===== src/rtl/clk_reset_pkg.sv =====
// Shared types and default parameter values for the PLL-driven reset and
// CPU clock-enable generator.
package clk_reset_pkg;

    typedef enum logic [1:0] {
        WAIT_LOCK = 2'd0,
        SETTLE    = 2'd1,
        HOLD      = 2'd2,
        RUN       = 2'd3
    } crg_state_e;

    localparam int CLK_DIV_DEF     = 28;
    localparam int LOCK_FILTER_DEF = 1024;
    localparam int RESET_HOLD_DEF  = 16;

endpackage


===== src/rtl/clk_reset_gen_sync2.sv =====
// Generic two-flop synchroniser with asynchronous active-low clear, used to
// bring the PLL lock indicator into the CLK domain.
module sync2 #(
    parameter int WIDTH = 1
) (
    input  logic             clk,
    input  logic             rst_n,
    input  logic [WIDTH-1:0] d,
    output logic [WIDTH-1:0] q
);

    logic [WIDTH-1:0] meta;

    always_ff @(posedge clk or negedge rst_n) begin
        if (!rst_n) begin
            meta <= '0;
            q    <= '0;
        end else begin
            meta <= d;
            q    <= meta;
        end
    end

endmodule


===== src/rtl/clk_reset_gen.sv =====
// System reset and CPU clock-enable generator: filters PLL lock, holds reset
// for a fixed number of CPU enable pulses, then releases it until lock drops.
module clk_reset_gen
    import clk_reset_pkg::*;
#(
    parameter int CLK_DIV     = CLK_DIV_DEF,
    parameter int LOCK_FILTER = LOCK_FILTER_DEF,
    parameter int RESET_HOLD  = RESET_HOLD_DEF
) (
    input  logic       CLK,
    input  logic       RESET_N,
    input  logic       LOCKED,
    output logic       SYS_RESET_N,
    output logic       CPU_CLK_EN,
    output logic       READY,
    output logic [1:0] STATE
);

    localparam int DIV_W   = (CLK_DIV > 1) ? $clog2(CLK_DIV) : 1;
    localparam int FILT_W  = (LOCK_FILTER > 1) ? $clog2(LOCK_FILTER) : 1;
    localparam int PULSE_W = $clog2(RESET_HOLD + 1);

    localparam logic [DIV_W-1:0]   DIV_LAST   = DIV_W'(CLK_DIV - 1);
    localparam logic [FILT_W-1:0]  FILT_LAST  = FILT_W'(LOCK_FILTER - 1);
    localparam logic [PULSE_W-1:0] PULSE_LAST = PULSE_W'(RESET_HOLD - 1);

    logic               lock_s;
    crg_state_e         state_q, state_d;
    logic [DIV_W-1:0]   div_q, div_d;
    logic [FILT_W-1:0]  filt_q, filt_d;
    logic [PULSE_W-1:0] pulse_q, pulse_d;
    logic               en_d;
    logic               tick;

    sync2 #(.WIDTH(1)) u_lock_sync (
        .clk   (CLK),
        .rst_n (RESET_N),
        .d     (LOCKED),
        .q     (lock_s)
    );

    assign tick = (div_q == DIV_LAST);

    // Loss of lock is checked first in every state so it always wins over a
    // due pulse or a filter terminal count.
    always_comb begin
        state_d = state_q;
        div_d   = '0;
        filt_d  = '0;
        pulse_d = pulse_q;
        en_d    = 1'b0;
        case (state_q)
            WAIT_LOCK: begin
                pulse_d = '0;
                if (lock_s) begin
                    state_d = SETTLE;
                end
            end
            SETTLE: begin
                pulse_d = '0;
                if (!lock_s) begin
                    state_d = WAIT_LOCK;
                end else if (filt_q == FILT_LAST) begin
                    state_d = HOLD;
                end else begin
                    filt_d = filt_q + 1'b1;
                end
            end
            HOLD: begin
                if (!lock_s) begin
                    state_d = WAIT_LOCK;
                    pulse_d = '0;
                end else begin
                    div_d = tick ? '0 : div_q + 1'b1;
                    if (tick) begin
                        en_d    = 1'b1;
                        pulse_d = pulse_q + 1'b1;
                        if (pulse_q == PULSE_LAST) begin
                            state_d = RUN;
                        end
                    end
                end
            end
            RUN: begin
                if (!lock_s) begin
                    state_d = WAIT_LOCK;
                    pulse_d = '0;
                end else begin
                    // The divider free-runs from HOLD so the enable keeps its phase.
                    div_d = tick ? '0 : div_q + 1'b1;
                    en_d  = tick;
                end
            end
            default: begin
                state_d = WAIT_LOCK;
                pulse_d = '0;
            end
        endcase
    end

    always_ff @(posedge CLK or negedge RESET_N) begin
        if (!RESET_N) begin
            state_q     <= WAIT_LOCK;
            div_q       <= '0;
            filt_q      <= '0;
            pulse_q     <= '0;
            CPU_CLK_EN  <= 1'b0;
            SYS_RESET_N <= 1'b0;
            READY       <= 1'b0;
        end else begin
            state_q     <= state_d;
            div_q       <= div_d;
            filt_q      <= filt_d;
            pulse_q     <= pulse_d;
            CPU_CLK_EN  <= en_d;
            SYS_RESET_N <= (state_d == RUN);
            READY       <= (state_d == RUN);
        end
    end

    assign STATE = state_q;

endmodule

===== config.mk =====
export PLATFORM = sky130hd
export DESIGN_NAME = clk_reset_gen
export DESIGN_NICKNAME = d
export VERILOG_FILES = /design/src/rtl/clk_reset_pkg.sv /design/src/rtl/clk_reset_gen_sync2.sv /design/src/rtl/clk_reset_gen.sv
export SDC_FILE = /design/constraint.sdc
export NUM_CORES = 1
export LEC_CHECK = 0
export BUFFER_PORTS_ARGS = -buffer_cell sky130_fd_sc_hd__buf_2
export CAP_MARGIN = 40
export CELL_PAD_IN_SITES_DETAIL_PLACEMENT = 1
export CELL_PAD_IN_SITES_GLOBAL_PLACEMENT = 2
export CORE_ASPECT_RATIO = 0.5
export CORE_UTILIZATION = 38
export DETAILED_ROUTE_END_ITERATION = 12
export GPL_TIMING_DRIVEN = 0
export MAX_ROUTING_LAYER = met4
export PLACE_DENSITY = 0.72
export SLEW_MARGIN = 20
export SYNTH_ARGS = -nofsm -noshare
export SYNTH_HDL_FRONTEND = slang
export SYNTH_SLANG_ARGS = --single-unit

===== constraint.sdc =====
create_clock -name CLK -period 2 [get_ports CLK]
set_clock_uncertainty 0.05 [all_clocks]
set_input_delay 0.3 -clock CLK [delete_from_list [all_inputs] [get_ports CLK]]
set_output_delay 0.3 -clock CLK [all_outputs]
set_load 0.01 [all_outputs]

==> results.toml <==
[final_layout]
nNetsFinal = 130
syn2layout_area_growth_pct = 11.2
instances_no_fill = 158
fin_area_sq_mm = 0.00131
fillers = 326
seqCellArea_sq_um = 651
drive_gt1_share_pct = 15.7
n_antenna_cell = 0
multi_input_area_sq_um = 500

[worst_hold_path]
hold_class = "input port to flop"

[synth]
syn_area_per_cell_sq_um = 10.7
yosysTopAreaCellShare_pct = 55.1
synthArstFlopShare_pct = 100
netlist_instances = 110
synth_edf_count = 0
synth_most_common_cell = "dfrtp_1"
yosys.area.top_type = "dfrtp_1"
yosys_warnings = 0
synth_area_sq_mm = 0.00118
ys.flop_type = "dfrtp_1"
synth.distinct_cells = 26
synth_common_cells = "26 x dfrtp_1, 19 x nor2_1, 10 x nand2_1, 8 x nand3_1, 7 x and3_1"
ys_seq_area_share_pct = 55.1
yosys-top-cells-area = "dfrtp_1 55%, nor2_1 6.0%, xnor2_1 4.5%"
synth-seq-cells = 26
synth_fp_nets = 117

[timing]
layout_min_cycle_time_ns = 1.58
tightestPinTransition_ns = 0.581
finalWorstSetupSlack_ns = 0.425
final_hold_viol_count = 0
hold_ws_ns = 0.0887
slew_viol_final = 0
finalCritPeriodShare_pct = 78.8
maxSlewHeadroom_pct = 61.2
grt_setup_unrepaired = "false"
finalSetupViolCount = 0
fmax_mhz = 635
finalSetupTns_ns = 0

[run_status]
status = "completed"

[global_route]
grt_max_degree = 27
overflow = 0
grt_pass1_vias = 877
antenna_found_initial = 0
grt_pass1_wl_um = 4140
grt.total_usage_pct = 17.3

[drt]
vias = 801
routedWlPerCell_um = 14.6
routed_wirelength_um = 2300
ant_nets = 0
first_iter_violations = 52
drt-pass1-iter-count = 2
avgViaCountPerCell = 5.07
drc = 0

[clocking]
cts_resized = 0
cts_max_level = 1
cts_tree = "done"
cts_buffer_depth = 2
clock_sinks = 26
root_buffer = "clkbuf_8"
cts_buffers = 3
clock_latency_ns = 0.27
clk_pin_slew_ns = 0.09

[placement]
dp_slack_ns = 0.427
dp.cells = 154
gp_congestion = 0.679
dp_hpwl_um = 1720
placed_area_sq_mm = 0.00126
io_buffers = 7

[worst_setup_path]
cp-end-kind = "flop"
crit_type = "flop to flop"
r2r_slack_ns = 0.42
worstPathRequired_ns = 2.10
critPathLaunchType = "flop"
crit_arrival_ns = 1.68
cp_max_fo = 3

[power_and_ir_drop]
p_leak_nw = 0.646
worst_ir_drop_vdd_mv = 0.249
cellPowerDensity_mw_per_mm2 = 648

[floorplan]
fp.dieW_um = 80.8
die_height_um = 41.4
io_pins = 8
core_sq_mm = 0.00277
rows = 13
dieArea_sq_mm = 0.00335
initial_core_util_pct = 42.7

[flow_run]
maxCapViolCount = 0
## power by group
part	switching (W)	internal, W
sequential	0.00000599	0.000530
combinational	0.0000186	0.00000872
clock	0.000153	0.000135
total	0.000177	0.000674
## area by class of cell
cell class / instances / area share [%]
buffer: 3 / 1.33
clock buffer: 3 / 3.15
inverter: 3 / 0.858
multi-input combinational: 78 / 38.1
sequential: 26 / 49.6
tap: 37 / 3.53
timing repair buffer: 8 / 3.43
## per-layer routing
| layer | GRT usage (%) | vias to the layer above | routed length, um |
|---|---|---|---|
| met3 | 6.15 | 4 | 91 |
| met5 | - | - | 0 |
| met4 | 5.36 | 0 | 24 |
| met2 | 27.9 | 12 | 1090 |
| li1 | - | 390 | - |
| met1 | 20.2 | 395 | 1100 |
## what timing repair did
| item | 4_1_cts | 5_1_grt |
|---|---|---|
| buffers inserted | 0 | 0 |
| hold buffers | 1 | 0 |
| hold endpoints to repair | 26 | 0 |
## flip-flops by register name, indices dropped and copies added, names as in the netlist
| name | count |
|---|---|
| filt_q | 10 |
| u_lock_sync.meta | 1 |
| READY | 1 |
| CPU_CLK_EN | 1 |
| u_lock_sync.q | 1 |
| STATE | 2 |
| div_q | 5 |
| pulse_q | 5 |
## cells by family (layout without fill, tap and decap cells)
kind of cell	count (synthesis)	in the layout	synth area share (%)
AO/OA/AOI/OAI	8	8	4.14
XOR/XNOR	12	12	8.91
adder cells (fa/ha/maj)	4	4	4.24
buffers and inverters	6	17	2.44
flip-flops	26	26	55.1
AND/OR/NAND/NOR	54	54	25.1
## metrics by stage
| stage | total power, W | utilization [%] |
|---|---|---|
| finish | 0.000851 | 47.5 |
| global route | 0.000907 | 47.5 |
| CTS | 0.000868 | 47.5 |
| detailed placement | 0.000574 | 45.6 |
| global placement | 0.000572 | 45.6 |
| floorplan | 0.000556 | - |
## worst max-delay path: stages (launching register included)
cell and delay, ns:
dfrtp_1 0.42, ha_1 0.23, and3_1 0.18, ha_1 0.18, a21oi_1 0.19, nand2_1 0.08
o311a_1 0.12
## placed cells by master (no fill, tap or decap), drive strengths merged
master,n
dfrtp,26
nor2,20
nand2,10
buf,10
nand3,9
and3,8
xor2,6
xnor2,6
ha,4
inv,3
a21oi,3
clkbuf,3
o21ai,2
nand4b,2
and4b,1
o311a,1
or2,1
nand2b,1
nand3b,1
a31oi,1
nor3,1
a211oi,1
dlygate4sd3,1
## path summary, 6_finish.rpt
kind,endpoint,cells past startpoint,startpoint
min in group asynchronous,READY,2,RESET_N
hold reg to reg,u_lock_sync.q,0,u_lock_sync.meta
max in group asynchronous,filt_q[2],2,RESET_N
setup reg to reg,STATE[0],6,pulse_q[0]
hold / removal,u_lock_sync.meta,1,LOCKED
setup / recovery,STATE[0],6,pulse_q[0]
Power figures use the tool's default switching activity.
